--- src/rtl/acc_core_pkg.sv ---
// Shared definitions for the accumulator core: opcodes, halt encoding, FSM states.
package acc_core_pkg;

  localparam int OPC_W = 3;

  localparam logic [OPC_W-1:0] OP_LDI = 3'b000;
  localparam logic [OPC_W-1:0] OP_LDR = 3'b001;
  localparam logic [OPC_W-1:0] OP_STR = 3'b010;
  localparam logic [OPC_W-1:0] OP_ADD = 3'b011;
  localparam logic [OPC_W-1:0] OP_SUB = 3'b100;
  localparam logic [OPC_W-1:0] OP_LW  = 3'b101;
  localparam logic [OPC_W-1:0] OP_SW  = 3'b110;
  localparam logic [OPC_W-1:0] OP_BRZ = 3'b111;

  // Halt shares the branch opcode and is selected by an all-ones immediate.
  localparam logic [OPC_W-1:0] OP_HALT = OP_BRZ;

  typedef enum logic [1:0] {
    ST_FETCH,
    ST_EXEC,
    ST_MEM,
    ST_HALT
  } state_t;

  function automatic logic is_halt(input logic [OPC_W-1:0] op, input logic imm_all_ones);
    return (op == OP_HALT) && imm_all_ones;
  endfunction

endpackage

--- src/rtl/acc_core_regfile.sv ---
// General-purpose register file: one combinational read port, one synchronous write port.
module acc_core_regfile
  import acc_core_pkg::*;
#(
  parameter int DATA_W = 8,
  parameter int IMM_W  = 5
) (
  input  logic              clk,
  input  logic              clr,
  input  logic              we,
  input  logic [IMM_W-1:0]  waddr,
  input  logic [DATA_W-1:0] wdata,
  input  logic [IMM_W-1:0]  raddr,
  output logic [DATA_W-1:0] rdata
);

  localparam int DEPTH = 2**IMM_W;

  logic [DATA_W-1:0] regs [DEPTH];

  always_ff @(posedge clk) begin
    if (clr) begin
      for (int i = 0; i < DEPTH; i++) regs[i] <= '0;
    end else if (we) begin
      regs[waddr] <= wdata;
    end
  end

  assign rdata = regs[raddr];

endmodule

--- src/rtl/acc_core.sv ---
// Multi-cycle accumulator CPU: FETCH -> EXEC -> (MEM) over a single req/ack memory port.
module acc_core
  import acc_core_pkg::*;
#(
  parameter int DATA_W = 8,
  parameter int IMM_W  = 5
) (
  input  logic              clk,
  input  logic              reset,
  output logic              mem_req,
  output logic              mem_we,
  output logic [DATA_W-1:0] mem_addr,
  output logic [DATA_W-1:0] mem_wdata,
  input  logic [DATA_W-1:0] mem_rdata,
  input  logic              mem_ack,
  output logic [DATA_W-1:0] pc,
  output logic [DATA_W-1:0] acc_out,
  output logic              carry,
  output logic              zero,
  output logic              halted
);

  localparam int INSTR_W = OPC_W + IMM_W;

  state_t             state;
  logic [INSTR_W-1:0] instr;
  logic [DATA_W-1:0]  acc;
  logic [OPC_W-1:0]   opcode;
  logic [IMM_W-1:0]   imm;
  logic [DATA_W-1:0]  rf_rdata;
  logic [DATA_W-1:0]  rf_wdata;
  logic               rf_we;
  logic [DATA_W-1:0]  acc_nxt;
  logic               carry_nxt;
  logic               acc_wr;

  function automatic logic [DATA_W-1:0] sext_imm(input logic signed [IMM_W-1:0] v);
    return DATA_W'(v);
  endfunction

  assign opcode  = instr[INSTR_W-1 -: OPC_W];
  assign imm     = instr[IMM_W-1:0];
  assign acc_out = acc;

  // Request is gated by reset so an ack arriving in the reset cycle cannot complete anything.
  assign mem_req   = !reset && ((state == ST_FETCH) || (state == ST_MEM));
  assign mem_we    = (state == ST_MEM) && (opcode == OP_SW);
  assign mem_addr  = (state == ST_MEM) ? acc : pc;
  assign mem_wdata = (state == ST_MEM) ? rf_rdata : '0;

  always_comb begin
    acc_nxt   = acc;
    carry_nxt = carry;
    acc_wr    = 1'b0;
    case (opcode)
      OP_LDI: begin
        acc_nxt = sext_imm(imm);
        acc_wr  = 1'b1;
      end
      OP_LDR: begin
        acc_nxt = rf_rdata;
        acc_wr  = 1'b1;
      end
      OP_ADD: begin
        {carry_nxt, acc_nxt} = {1'b0, acc} + {1'b0, rf_rdata};
        acc_wr = 1'b1;
      end
      OP_SUB: begin
        acc_nxt   = acc - rf_rdata;
        carry_nxt = (acc < rf_rdata);
        acc_wr    = 1'b1;
      end
      default: ;
    endcase
  end

  always_comb begin
    rf_we    = 1'b0;
    rf_wdata = acc;
    if (!reset) begin
      if ((state == ST_EXEC) && (opcode == OP_STR)) rf_we = 1'b1;
      if ((state == ST_MEM) && (opcode == OP_LW) && mem_ack) begin
        rf_we    = 1'b1;
        rf_wdata = mem_rdata;
      end
    end
  end

  acc_core_regfile #(
    .DATA_W (DATA_W),
    .IMM_W  (IMM_W)
  ) u_regfile (
    .clk   (clk),
    .clr   (reset),
    .we    (rf_we),
    .waddr (imm),
    .wdata (rf_wdata),
    .raddr (imm),
    .rdata (rf_rdata)
  );

  always_ff @(posedge clk) begin
    if (reset) begin
      state  <= ST_FETCH;
      pc     <= '0;
      acc    <= '0;
      carry  <= 1'b0;
      zero   <= 1'b1;
      halted <= 1'b0;
      instr  <= '0;
    end else begin
      case (state)
        ST_FETCH: begin
          if (mem_ack) begin
            instr <= mem_rdata[INSTR_W-1:0];
            pc    <= pc + DATA_W'(1);
            state <= ST_EXEC;
          end
        end
        ST_EXEC: begin
          state <= ST_FETCH;
          carry <= carry_nxt;
          if (acc_wr) begin
            acc  <= acc_nxt;
            zero <= (acc_nxt == '0);
          end
          if ((opcode == OP_LW) || (opcode == OP_SW)) begin
            state <= ST_MEM;
          end else if (opcode == OP_BRZ) begin
            if (is_halt(opcode, &imm)) begin
              state  <= ST_HALT;
              halted <= 1'b1;
            end else if (zero) begin
              pc <= rf_rdata;
            end
          end
        end
        ST_MEM: begin
          if (mem_ack) state <= ST_FETCH;
        end
        default: ;
      endcase
    end
  end

endmodule
--- config.mk ---
export PLATFORM = sky130hd
export DESIGN_NAME = acc_core
export DESIGN_NICKNAME = d
export VERILOG_FILES = /design/src/rtl/acc_core_pkg.sv /design/src/rtl/acc_core_regfile.sv /design/src/rtl/acc_core.sv
export SDC_FILE = /design/constraint.sdc
export NUM_CORES = 1
export LEC_CHECK = 0
export CORE_ASPECT_RATIO = 1.25
export CORE_MARGIN = 3
export CORE_UTILIZATION = 47
export CTS_CLUSTER_SIZE = 16
export DETAILED_ROUTE_END_ITERATION = 16
export HOLD_SLACK_MARGIN = 0.15
export PLACE_DENSITY = 0.78
export SLEW_MARGIN = 30
export SYNTH_ARGS = -nofsm -noshare
export SYNTH_HDL_FRONTEND = slang
export SYNTH_SLANG_ARGS = --single-unit
--- constraint.sdc ---
create_clock -name clk -period 3.5 [get_ports clk]
set_input_delay 1.05 -clock clk [delete_from_list [all_inputs] [get_ports clk]]
set_output_delay 1.05 -clock clk [all_outputs]
set_load 0.02 [all_outputs]
; Yosys cells after proc, flatten, opt, wreduce, memory -nomap -nowiden
; Memories as Yosys holds them, arrays and structs flattened. A register that Yosys moved wholly into a read port is not among the register bits.
; Index checks and enable logic that the tools add are counted.
[word_totals]
regBits = 29
latch_bits = 0
mem_bits_rw = 256
mem_bits_ro = 0
n_memories = 1
[mem_list]
columns = name, words, word_bits, read_ports, rd_ports_with_merged_regs, wr, line_no
row1 = u_regfile.regs, 32, 8, 1, 1, 32, acc_core_regfile.sv:19  ; logic [DATA_W-1:0] regs [DEPTH];
[classes]
n_addsub = 3
n_mul = 0
div_mod_pow = 0
order_cmp = 1
eq_ne = 15
n_shift = 0
mux = 32
bitwise_logic = 1
reduce_logical = 24
[op_table]
columns = cell, count
row1 = $mux 8, 10
row2 = $pmux 8 s4, 1
row3 = $pmux 8 s2, 1
row4 = $mux 5, 3
row5 = $eq 3x3->1 const B, 4
row6 = $mux 1, 10
row7 = $mux 2, 5
row8 = $ne 2x2->1 const B, 5
row9 = $add 8x8->9, 1
row10 = $add 8x1->8 const B, 1
row11 = $logic_not 8->1, 1
row12 = $lt 8x8->1, 1
row13 = $reduce_or 8->1, 1
row14 = $sub 8x8->8, 1
row15 = $eq 3x2->1 const B, 2
row16 = $logic_and 1x1->1, 6
row17 = $pmux 2 s3, 1
row18 = $reduce_and 2->1, 3
row19 = $reduce_and 6->1, 1
row20 = $reduce_and 5->1, 1
row21 = $reduce_and 4->1, 1
row22 = $reduce_bool 2->1, 2
row23 = $reduce_or 4->1, 1
row24 = $eq 3x1->1 const B, 1
row25 = 11 further kinds, 12

; Depth between registers and ports, before layout
; Gate-level depths: netlist of run 1.
[depth]
word_depth = 10
depth_mapped = 18

; Modules after synthesis
; Synthesis of run 1 repeated with hierarchy kept, for this count alone.
[hier_totals]
hier_cells = 1069
hier_area_um2 = 14505.2
[modules_own_cells]
columns = module, n_inst, cells_each, area_per_inst_um2
row1 = acc_core_regfile, 1, 725, 11836.4
row2 = acc_core, 1, 344, 2668.8

; Worst setup path after synthesis of run 1
; No wires, ideal clock.
[synth_timing]
path_kind = reg-to-reg
from = register (tool-made name)
to = register zero
setup_time_ps = 87
arrival_time_ps = 3656
t_required_ps = 3413
setup_slack_ps = -243
path_stages_with_launch = 16
period_less_slack_ps = 3743
cell_sequence = dfxtp_1 > buf_6 > buf_2 > mux4_2 > a31oi_1 > a41oi_1 > or3_1 > ha_1 > fa_1 > inv_1 > o221ai_1 > a22o_1 > a2111oi_0 > and3_1 > nand4_1 > o31ai_1
[synth_lines]
columns = item, line_no
row1 = "end signal, assigned", acc_core.sv:125  ; zero <= (acc_nxt == '0);
row2 = "end, declared", acc_core.sv:19  ; output logic zero,

==> impl_metrics.env, run 1 <==
export IMPL_status="complete, but fails checks"
export IMPL_violations="negative setup slack"
export IMPL_clock_path_buffers=3
export IMPL_grt_usage=0.248
export IMPL_yosysTopAreaCell="edfxtp_1"
export IMPL_timing_rr_end="acc_out[7]"
export IMPL_rsz0062_at_grt="true"
export IMPL_cts_clk_slew_worst_paths_ns=0.07
export IMPL_num_nets_final=1374
export IMPL_slowest_stage="or4_4"
export IMPL_antennaDiodeCount=0
export IMPL_final_common_cell="nor2_1"
export IMPL_io_buffer_count=47
export IMPL_path_depth=8
export IMPL_drc_errors=0
export IMPL_hp_class="register to register"
export IMPL_clock_latency_ns=0.54
export IMPL_core_area_um2=29500
export IMPL_finalPower_w=0.00848
export IMPL_finalSetupViolCount=13
export IMPL_worst_slew_pin_slew_ns=0.684
export IMPL_initial_core_util=0.481
export IMPL_critPathMaxFanout=8
export IMPL_cts_inserted_buffers=27
export IMPL_drive_gt1_frac=0.274
export IMPL_power_density_nw_per_um2=479
export IMPL_gr_total_overflow=0
export IMPL_slew_headroom=0.541
export IMPL_num_rows=70
export IMPL_grt_start_max_net_pins=55
export IMPL_cts_sinks=290
export IMPL_yosysSeqAreaShare=0.590
export IMPL_num_fill_cells=2178
export IMPL_rrSetupSlack_ns=-0.32
export IMPL_dieArea_um2=32300
export IMPL_crit_path_start_kind="register"
export IMPL_ioPinCount=48
export IMPL_min_period_ns=3.85
export IMPL_utilization=0.599
export IMPL_worstPathArrival_ns=2.80
export IMPL_path_common_cell="buf_6"
export IMPL_crit_chain="buf_12 > buf_6 > mux4_2 > mux2i_1 > o21ai_1 > or4_4 > and2_4 > buf_6"
export IMPL_worst_path_buf_inv=3
export IMPL_gp_congestion=0.905
export IMPL_vdd_ir_drop_worst_uv=381
export IMPL_yosysWarnings=0
export IMPL_route_detailed_wl_per_inst_um=23.3
export IMPL_final_hold_violation_count=0
export IMPL_cpLargestDelayFamily="simple AND/OR/NAND/NOR gates"
export IMPL_ys_flop_type="edfxtp_1"
export IMPL_async_flop_share=0
export IMPL_place_area_um2=16200
export IMPL_critPathRequiredTime_ns=2.45
export IMPL_final_cell_mix="nor2_1 (291), edfxtp_1 (256), buf_4 (136), nand2_1 (71), mux4_2 (50)"
export IMPL_skew_ns=0.0112
export IMPL_rr_worst_depth=16
export IMPL_post_drt_via_cell_ratio=6.04
export IMPL_synth_edff_count=256
export IMPL_drv_cap=0
export IMPL_die_x_um=161
export IMPL_ys_types=66
export IMPL_areaGrowthSynthToFinish_pct=24.6
export IMPL_via_count=10600
export IMPL_grt_pass1_wl_mm=61.7
export IMPL_ys_top_cells_by_area="edfxtp_1 (54%), nor2_1 (7.8%), mux4_2 (7.5%)"
export IMPL_syn_nets=1214
export IMPL_cts_tree="done"
export IMPL_slew_violations=0
export IMPL_hpwl_mm=27.9
export IMPL_stdcell_area_um2=17700
export IMPL_syn_inst=1178
export IMPL_ys_ff_latch=290
export IMPL_synth_top_cell_area_share=0.542
export IMPL_syn_area_per_cell_um2=12.0
export IMPL_placement_setup_worst_slack_ns=-0.429
export IMPL_antenna_left=0
export IMPL_fin_crit_sh=1.10
export IMPL_fp_dieH_um=200
export IMPL_dr_pass1_iters=5
export IMPL_worst_slack_ns=-0.352
export IMPL_drtIter0Drc=1428
export IMPL_slowest_delay_ns=0.56
export IMPL_endpoint_kind="primary output"
export IMPL_antenna_found_initial=0
export IMPL_synth_area_um2=14200
export IMPL_root_buffer="clkbuf_16"
export IMPL_totalWireLength_mm=40.8
export IMPL_max_freq_ghz=0.260
export IMPL_ctsHtreeMaxLevel=1
export IMPL_p_leak_nw=6.20
export IMPL_cp_endpoint="mem_wdata[5]"
export IMPL_critPathKind="register to primary output"
export IMPL_grt_pass1_vias=10700
sequential cells by signal (all words and copies together), names as in the netlist, named ones only:
name,flops
acc_out,8
carry,1
halted,1
instr,8
pc,8
state,2
u_regfile.regs,256
zero,1
final cells by class:
type                            instances  area [um^2]  area share
Timing Repair Buffer                  214         2030       0.115
Inverter                               19         73.8     0.00417
Multi-Input combinational cell        786         5840       0.330
Tap cell                              396          495      0.0280
Clock buffer                           32          694      0.0393
Clock inverter                         17          174     0.00983
Sequential cell                       290         8380       0.474
stage by stage:
step	std cells	TNS (ns)	hold slack, ns
floorplan	1178	-0.0524	0.496
global placement	1687	-2.79	0.471
detailed placement	1687	-3.66	0.486
CTS	1751	-3.06	0.500
global route	1754	-4.24	0.537
finish	1754	-3.38	0.502
synthesized netlist by cell type (3+ instances only):
master and number:
nand3_1 24, and3_1 7, dfxtp_1 34, nor2_1 294, nand2b_1 39, a221o_1 4
and2_1 11, a22oi_1 15, nand2_1 72, a41oi_1 3, ha_1 23, mux4_1 3
nand4_1 4, buf_6 6, mux4_2 47, mux2i_1 46, nor2b_1 18, edfxtp_1 256
buf_2 13, a21o_1 3, a311oi_1 4, o221ai_1 3, mux2_2 16, or4_1 3
nor3b_1 7, a21bo_2 3, a22o_1 6, and3b_1 4, a221oi_1 4, o2111ai_1 3
a211oi_1 11, o31ai_1 5, a21oi_1 30, nand3b_1 5, buf_1 5, nor3_1 7
a31oi_1 6, and4_1 3, inv_1 19, o21bai_1 3, clkbuf_1 56, o21ai_0 19
what timing repair did:
item,in CTS,in global routing
pin swaps,23,26
setup buffers,14,5
gates cloned,1,0
endpoints found under the setup margin,24,16
resized for setup,109,33
hold buffers,0,0
power by group:
part / total [W] / switching (W) / internal [W]
Clock: 0.00293 / 0.00129 / 0.00164
Sequential: 0.00399 / 0.000112 / 0.00388
Combinational: 0.00156 / 0.000848 / 0.000708
Total: 0.00848 / 0.00225 / 0.00623
how the worst min path moves through the flow:
| stage | start | end | slack [ns] | cells past startpoint |
|---|---|---|---|---|
| after floorplan | state[1] | state[1] | 0.50 | 2 |
| after global placement | halted | halted | 0.47 | 2 |
| after detailed placement | halted | halted | 0.49 | 2 |
| after CTS | halted | halted | 0.50 | 2 |
| after global routing | pc[6] | pc[6] | 0.54 | 2 |
| final | halted | halted | 0.50 | 2 |
routing by layer:
metal / vias up / wire, um / GRT usage
li1: 4622 / - / -
met1: 5175 / 14000 / 0.289
met2: 630 / 20600 / 0.427
met3: 169 / 3230 / 0.0343
met4: 0 / 2990 / 0.162
met5: - / 0 / 0
worst min-delay path, delay by kind of cell (launching register included):
| family | cells | cell delay, ns |
|---|---|---|
| flip-flops | 1 | 0.32 |
| AND/OR/NAND/NOR | 2 | 0.14 |
cells by family after synthesis:
| family | count (synthesis) | share of synthesized area |
|---|---|---|
| AND/OR/NAND/NOR | 509 | 0.161 |
| adder cells (fa/ha/maj) | 25 | 0.0231 |
| AO/OA/AOI/OAI | 139 | 0.0683 |
| buffers and inverters | 102 | 0.0326 |
| multiplexers | 112 | 0.125 |
| flip-flops | 290 | 0.590 |
| XOR/XNOR | 1 | 0.000617 |
Note: power is estimated with default switching activity, not from simulation.
==> inputs of run 2 (changes only) <==
- clock period: 3.5 -> 3.4 ns (I/O delays scaled with it)
==> run 2 against run 1 <==
The run still ends with negative setup slack left. Non-clock buffer count up 70. Critical path depth grew 1. Worst hold slack worse by 0.025 ns. Sequential cell count stayed put. Largest power group unchanged. Sequential power up 3%. Clock-buffer cell count stayed put. Clock power rose by 6%. Cell count rose by 4.0%. Highest routed layer unchanged. Critical endpoint is now mem_wdata[7]. Die area unchanged. Largest cell class unchanged.
==> impl_metrics.env, run 2 (synthesized netlist as in run 1, its figures left out) <==
export IMPL_finalPower_w=0.00901
export IMPL_areaGrowthSynthToFinish_pct=29.6
export IMPL_antenna_found_initial=0
export IMPL_critPathKind="register to primary output"
export IMPL_initial_core_util=0.481
export IMPL_final_hold_violation_count=0
export IMPL_cts_tree="done"
export IMPL_grt_start_max_net_pins=55
export IMPL_slowest_delay_ns=0.50
export IMPL_worst_slew_pin_slew_ns=0.833
export IMPL_antenna_left=0
export IMPL_finalSetupViolCount=14
export IMPL_slowest_stage="mux4_2"
export IMPL_num_rows=70
export IMPL_drive_gt1_frac=0.318
export IMPL_post_drt_via_cell_ratio=6.00
export IMPL_holdWs_ns=0.476
export IMPL_cts_sinks=290
export IMPL_fp_dieH_um=200
export IMPL_critPathRequiredTime_ns=2.38
export IMPL_violations="negative setup slack"
export IMPL_fin_crit_sh=1.17
export IMPL_crit_path_start_kind="register"
export IMPL_grt_pass1_vias=10900
export IMPL_rrSetupSlack_ns=-0.52
export IMPL_grt_usage=0.253
export IMPL_rsz0062_at_grt="true"
export IMPL_ioPinCount=48
export IMPL_vdd_ir_drop_worst_uv=320
export IMPL_hp_class="register to register"
export IMPL_drv_cap=0
export IMPL_slew_headroom=0.440
export IMPL_crit_chain="buf_6 > buf_12 > buf_6 > mux4_2 > mux2_4 > a22oi_2 > o211ai_1 > and2_1 > buf_6"
export IMPL_clock_path_buffers=3
export IMPL_regMostFlops="u_regfile.regs"
export IMPL_max_freq_ghz=0.252
export IMPL_stdcell_area_um2=18400
export IMPL_cts_clk_slew_worst_paths_ns=0.07
export IMPL_num_nets_final=1445
export IMPL_final_cell_mix="nor2_1 (291), edfxtp_1 (256), buf_4 (196), nand2_1 (71), mux4_2 (50)"
export IMPL_cts_inserted_buffers=28
export IMPL_dr_pass1_iters=6
export IMPL_slew_violations=0
export IMPL_p_leak_nw=6.59
export IMPL_worst_slack_ns=-0.570
export IMPL_ctsHtreeMaxLevel=1
export IMPL_die_x_um=161
export IMPL_min_period_ns=3.97
export IMPL_place_area_um2=16500
export IMPL_final_common_cell="nor2_1"
export IMPL_gp_congestion=0.994
export IMPL_grt_pass1_wl_mm=62.9
export IMPL_io_buffer_count=47
export IMPL_largest_reg_flops=256
export IMPL_utilization=0.623
export IMPL_skew_ns=0.0277
export IMPL_worstPathArrival_ns=2.95
export IMPL_critPathMaxFanout=7
export IMPL_power_density_nw_per_um2=490
export IMPL_route_detailed_wl_per_inst_um=23.0
export IMPL_hpwl_mm=28.4
export IMPL_path_common_cell="buf_6"
export IMPL_endpoint_kind="primary output"
export IMPL_core_area_um2=29500
export IMPL_setup_tns_ns=-5.71
export IMPL_drtIter0Drc=1274
export IMPL_drc_errors=0
export IMPL_totalWireLength_mm=41.9
export IMPL_gr_total_overflow=0
export IMPL_via_count=11000
export IMPL_antennaDiodeCount=0
export IMPL_status="complete, but fails checks"
export IMPL_dieArea_um2=32300
export IMPL_root_buffer="clkbuf_16"
export IMPL_clock_latency_ns=0.56
-- run 2: cell count changes in the layout (fill, tap and decap cells not counted), sizes merged --
cell,before,now
buf,175,245
bufbuf,1,0
clkbuf,32,33
clkinvlp,4,3
inv,19,21
-- run 2: path summary, 6_finish.rpt --
kind                        to  depth (start not counted)     start
hold reg to reg         halted                          2    halted
setup reg to reg    acc_out[7]                         17  register
hold / removal          halted                          2    halted
setup / recovery  mem_wdata[7]                          9  register
-- run 2: area by class of cell --
type                       instances  area, um^2
timing repair buffer             284        2580
inverter                          19        81.3
clock inverter                    18         190
sequential                       290        8380
clock buffer                      32         716
multi-input combinational        786        5960
fill                            2073       11100
tap                              396         495
-- run 2: power breakdown --
part / total, W / internal, W / leakage [nW] / switching [W]
registers: 0.00412 / 0.00399 / 2.93 / 0.000124
logic: 0.00178 / 0.000851 / 3.23 / 0.000928
clock network: 0.00311 / 0.00175 / 0.431 / 0.00136
-- run 2: repair_timing --
action / CTS / global route
resized for setup: 137 / 44
buffers inserted: 33 / 16
endpoints found under the setup margin: 26 / 24
gates cloned: 0 / 1
hold buffers: 0 / 0
pin swaps: 24 / 27
-- run 2: worst max-delay path: cells and delay by family (launching register included) --
family	cells	cell delay, ns
muxes	2	0.80
AOI/OAI and AO/OA	2	0.42
and+or+nand+nor	1	0.23
DFF	1	0.45
buffers and inverters	4	0.48
-- run 2: metal layers --
| layer | global-route usage | routed length (um) | part of all wire | vias up |
|---|---|---|---|---|
| met2 | 0.445 | 21100 | 0.50 | 679 |
| met4 | 0.138 | 2870 | 0.068 | 0 |
| li1 | - | - | - | 4759 |
| met5 | 0 | 0 | 0 | - |
| met1 | 0.295 | 14000 | 0.33 | 5354 |
| met3 | 0.0403 | 3960 | 0.095 | 166 |
-- run 2: stage by stage --
step / setup WS, ns / cells
2_1_floorplan: -0.137 / 1178
3_3_place_gp: -0.498 / 1727
3_5_place_dp: -0.645 / 1727
4_1_cts: -0.499 / 1810
5_1_grt: -0.596 / 1825
6_report: -0.570 / 1825
==> variant 1 (config.mk and constraints of run 1) <==
The 4 states of `state_t` get a one-hot encoding in 4 bits.
--- a/src/rtl/acc_core_pkg.sv
+++ b/src/rtl/acc_core_pkg.sv
@@ -15,11 +15,11 @@
   // Halt shares the branch opcode and is selected by an all-ones immediate.
   localparam logic [OPC_W-1:0] OP_HALT = OP_BRZ;
 
-  typedef enum logic [1:0] {
-    ST_FETCH,
-    ST_EXEC,
-    ST_MEM,
-    ST_HALT
+  typedef enum logic [3:0] {
+    ST_FETCH = 4'b0001,
+    ST_EXEC  = 4'b0010,
+    ST_MEM   = 4'b0100,
+    ST_HALT  = 4'b1000
   } state_t;
 
   function automatic logic is_halt(input logic [OPC_W-1:0] op, input logic imm_all_ones);
Behaviour: no difference found for any inputs over 4 cycles, from zero or initial values and one cycle with reset high; so few cycles prove little.
==> variant 1 against run 1 <==
- the flow still finishes with violations (setup timing)
- setup slack lost 0.29 ns
- synthesized cell count is essentially flat
- sequential power is essentially flat
- synthesized area shrank 0.27%
- core utilization grew 2.8 points
- non-clock buffer count grew 82
- largest power group unchanged
- clock power grew 8.9%
- cell area grew 4.4%
- wire length grew 9.3%
- sequential cell count grew 2
- critical endpoint is now mem_wdata[4]
- register-to-register slack lost 0.30 ns
- power grew 2.4%
- combinational power shrank 4%
==> variant 1: results (changes against run 1) <==
viasPerCell: 6.078  # +0.62%
grt_pass1_wl_um: 66960  # +8.4%
cts.repair.resized: 94  # -14%
crit_family: "multiplexers"
fin_ws_ns: -0.6427  # -0.2911 ns
place_area_um2: 16910  # +4.1%
relSlewSlack_pct: 35.73  # -18 points
drt_pre_antenna_iters: 8  # +3
n_fill_cell: 2143  # -1.6%
first_iter_violations: 1432  # +0.28%
status: "finished, violations left"
slowest_delay_ns: 0.53  # -0.03 ns
grt_max_degree: 33  # -40%
area_growth_syn_to_layout_pct: 30.48
clkLatencyLatePin_ns: 0.58  # +0.04 ns
r2r-end: "zero"
largest_reg_flops: 256  # unchanged
dp_hpwl_um: 30090  # +8.0%
crit_slowest_cell: "mux4_2"
vdd_drop_max_mv: 0.3277  # -14%
post_cts_buffers: 20  # +6
crit_path_max_fanout: 5  # -3
grt.total_usage_pct: 27.35  # +2.5 points
cp-endpoint: "mem_wdata[4]"
synth_nets: 1210  # -0.33%
hp-class: "register to register"
place_ws_ns: -0.7471  # -0.3183 ns
clk_path_buf_depth: 3  # unchanged
power_density_nw_per_um2: 469.9  # -2.0%
ys.warnings.count: 0  # unchanged
clock_skew_ns: 0.02937  # +0.01817 ns
antenna_found_initial: 1  # +1
p_seq_share_pct: 46.1  # -0.9 points
routed_wl_um: 44630  # +9.3%
failed_checks: "setup timing"
final_nets: 1455  # +5.9%
synth_edf_count: 256  # unchanged
ys.flop_type: "edfxtp_1"
clock_power_share_pct: 36.7  # +2.1 points
grt_pass1_vias: 11140  # +3.8%
internal-power_uw: 6444  # +3.4%
yosysUniqueCellTypes: 77  # +17%
reg2reg_slack_ns: -0.62  # -0.30 ns
hold_end: "halted"
synth_area_per_cell_um2: 12.03  # -0.19%
drive_above_1_share_pct: 30.75  # +3.4 points
cts_hold_buf: 0  # unchanged
hold_depth: 2  # unchanged
synthTopCellsByCount: "317 x nor2_1, 256 x edfxtp_1, 65 x nand2_1, 58 x mux2i_1, 52 x clkbuf_1"
gp_congestion: 0.9582  # +5.8%
finalNonFillerCells: 1840  # +4.9%
seq_area_frac_synth_pct: 59.40  # +0.44 points
finalSetupTns_ns: -4.556  # -1.175 ns
reg2reg_depth: 17  # +1
whs_ns: 0.5053  # +0.003534 ns
leakagePower_uw: 0.006762  # +9.1%
synthTopCellsByArea: "edfxtp_1 54%, nor2_1 8.4%, mux4_2 5.7%"
cp_data_arrival_time_ns: 3.09  # +0.29 ns
cts_made_buffers: 29  # +7.4%
setup-violations-final: 14  # +1
-- variant 1: per-layer routing --
| metal | part of all wire (%) | up-vias | GRT usage (%) |
|---|---|---|---|
| li1 | - | 4777 | - |
| met1 | 34 | 5420 | 32.36 |
| met2 | 50 | 796 | 47.92 |
| met3 | 10 | 189 | 5.098 |
| met4 | 5.7 | 2 | 14.38 |
| met5 | 0.025 | - | 0 |
-- variant 1: final cells by class --
class                      instances  share of cell area (%)
clock buffer                      32                   3.990
clock inverter                    21                   1.219
inverter                          16                  0.3252
multi-input combinational        787                   31.22
sequential                       292                   45.55
tap                              396                   2.683
timing repair buffer             296                   15.02
-- variant 1: kinds of logic after synthesis --
family,share of synthesized area [%]
DFF,59.40
adders and majority gates,2.051
muxes,11.63
buffers and inverters,3.032
xor gates and xnor gates,0.2475
and+or+nand+nor,16.86
AOI/OAI and AO/OA,6.788
==> variant 2 (settings of run 1) <==
Made on the original files. `IMM_W` is set to 5 in 2 places; all go to 4.
--- a/src/rtl/acc_core_regfile.sv
+++ b/src/rtl/acc_core_regfile.sv
@@ -3,7 +3,7 @@
   import acc_core_pkg::*;
 #(
   parameter int DATA_W = 8,
-  parameter int IMM_W  = 5
+  parameter int IMM_W  = 4
 ) (
   input  logic              clk,
   input  logic              clr,
--- a/src/rtl/acc_core.sv
+++ b/src/rtl/acc_core.sv
@@ -3,7 +3,7 @@
   import acc_core_pkg::*;
 #(
   parameter int DATA_W = 8,
-  parameter int IMM_W  = 5
+  parameter int IMM_W  = 4
 ) (
   input  logic              clk,
   input  logic              reset,
Formal check against the unedited RTL: not equivalent (a bounded check fails within 4 cycles, from zero or initial values and one cycle with reset high).
==> variant 2 against run 1 <==
- cell area down 41%
- sequential cell count down 130
- setup slack better by 0.28 ns
- the flow still finishes with violations (setup timing)
- sequential power down 45%
- power down 41%
- count of clock-buffer cells in the layout down 15
- wire length down 42%
- clock power down 37%
- synthesized area down 41%
==> variant 2: results (changes against run 1) <==
first_iter_violations: 798  # -44%
synth_edf_count: 128  # -50%
status: "finished, violations left"
crit_family: "multiplexers"
cts_made_buffers: 17  # -37%
slowest_delay_ns: 0.54  # -0.02 ns
crit_slowest_cell: "mux4_2"
clk_path_buf_depth: 2  # -1
n_fill_cell: 1275  # -41%
routed_wl_um: 23820  # -42%
failed_checks: "setup timing"
synth_nets: 768  # -37%
crit_path_max_fanout: 7  # -1
fin_ws_ns: -0.06986  # +0.2817 ns
vdd_drop_max_mv: 0.3736  # -1.8%
place_ws_ns: -0.02007  # +0.4087 ns
seq_area_frac_synth_pct: 53.98  # -5.0 points
whs_ns: 0.4602  # -0.04149 ns
grt_pass1_vias: 6377  # -41%
clock_skew_ns: 0.01030  # -0.0009027 ns
cp_data_arrival_time_ns: 3.93  # +1.13 ns
drt_pre_antenna_iters: 6  # +1
synthArstFlopShare_pct: 0  # unchanged
clkLatencyLatePin_ns: 0.43  # -0.11 ns
grt_max_degree: 34  # -38%
hp-class: "register to register"
r2r-end: "zero"
leakagePower_uw: 0.003806  # -39%
viasPerCell: 6.218  # +2.9%
htree_levels: 4  # +3
dp_hpwl_um: 15940  # -43%
rows: 53  # -24%
reg2reg_depth: 14  # -2
drive_above_1_share_pct: 25.15  # -2.2 points
synthTopCellsByArea: "edfxtp_1 46%, dfxtp_1 7.7%, nor2_1 7.2%"
setup-violations-final: 4  # -9
gp_congestion: 0.9683  # +6.9%
synthTopCellsByCount: "160 x nor2_1, 128 x edfxtp_1, 51 x nand2_1, 33 x clkbuf_1"
largest_reg_flops: 128  # -50%
yosysUniqueCellTypes: 60  # -9.1%
grt_pass1_wl_um: 35820  # -42%
grt.total_usage_pct: 24.35  # -0.47 points
worstMarginPinSlew_ns: 0.9843  # +0.3005 ns
variant 2: final cells by class:
cell class,count,area (um^2),share of cell area (%)
clock buffers,17,425.4,4.100
clock inverters,15,157.7,1.519
inverters,23,86.33,0.8320
multi-input cells,504,3704,35.69
flip-flops and latches,160,4491,43.28
well taps,220,275.3,2.653
repair buffers,140,1237,11.93
variant 2: power breakdown:
group          leakage (uW)  internal (uW)  total (uW)  switching (uW)
clock network      0.000278           1060        1850             795
logic               0.00194            413         916             503
registers           0.00159           2130        2210            87.7
total               0.00381           3600        4980            1390
variant 2: cell families (layout without fill, tap and decap cells):
kind of cell | count (synthesis) | in the layout | synth area share [%]
adders and majority gates | 24 | 24 | 3.796
muxes | 68 | 68 | 13.35
xor gates and xnor gates | 5 | 5 | 0.5273
buffers and inverters | 69 | 195 | 3.615
and+or+nand+nor | 304 | 304 | 16.45
DFF | 160 | 160 | 53.98
AOI/OAI and AO/OA | 103 | 103 | 8.285
variant 2: worst max path at each step:
| stage | startpoint | endpoint | slack [ns] |
|---|---|---|---|
| after floorplan | register | zero | 0.19 |
| after global routing | register | zero | -0.14 |
| after global placement | register | mem_wdata[2] | 0.01 |
| after detailed placement | register | mem_wdata[2] | -0.02 |
| final | register | zero | -0.07 |
| after CTS | register | mem_wdata[2] | -0.09 |
variant 2: metrics by stage:
step / cell area [um^2] / power, uW / cells / TNS (ns)
after floorplan: 8307 / 2723 / 733 / 0
after global placement: 9440 / 3036 / 1029 / 0
after detailed placement: 9440 / 3048 / 1029 / -0.03332
after CTS: 10170 / 4903 / 1070 / -0.08697
after global routing: 10380 / 5132 / 1079 / -0.4646
final: 10380 / 4982 / 1079 / -0.1204
variant 2: repair_timing:
item / in CTS / in global routing
endpoints found under the setup margin: 19 / 14
buffers inserted: 9 / 9
resized for setup: 46 / 41
pin swaps: 5 / 11
variant 2: worst reg2reg max path: stages, from the launching register on:
cell and delay (ns):
dfxtp_4 0.37, buf_12 0.12, buf_12 0.11, mux4_2 0.53
mux4_2 0.54, buf_6 0.15, ha_4 0.16, fa_2 0.39
nand2b_4 0.09, a21oi_2 0.07, o21ai_1 0.24, a211oi_2 0.13
a221oi_2 0.23, nand4_1 0.18, a22oi_2 0.20
variant 2: metal layers:
| layer | GRT usage, % | vias to the layer above | wire, um |
|---|---|---|---|
| li1 | - | 2886 | - |
| met1 | 28.33 | 3242 | 8279 |
| met2 | 42.42 | 472 | 12220 |
| met3 | 4.698 | 109 | 1997 |
| met4 | 13.48 | 0 | 1325 |
| met5 | 0 | - | 0 |
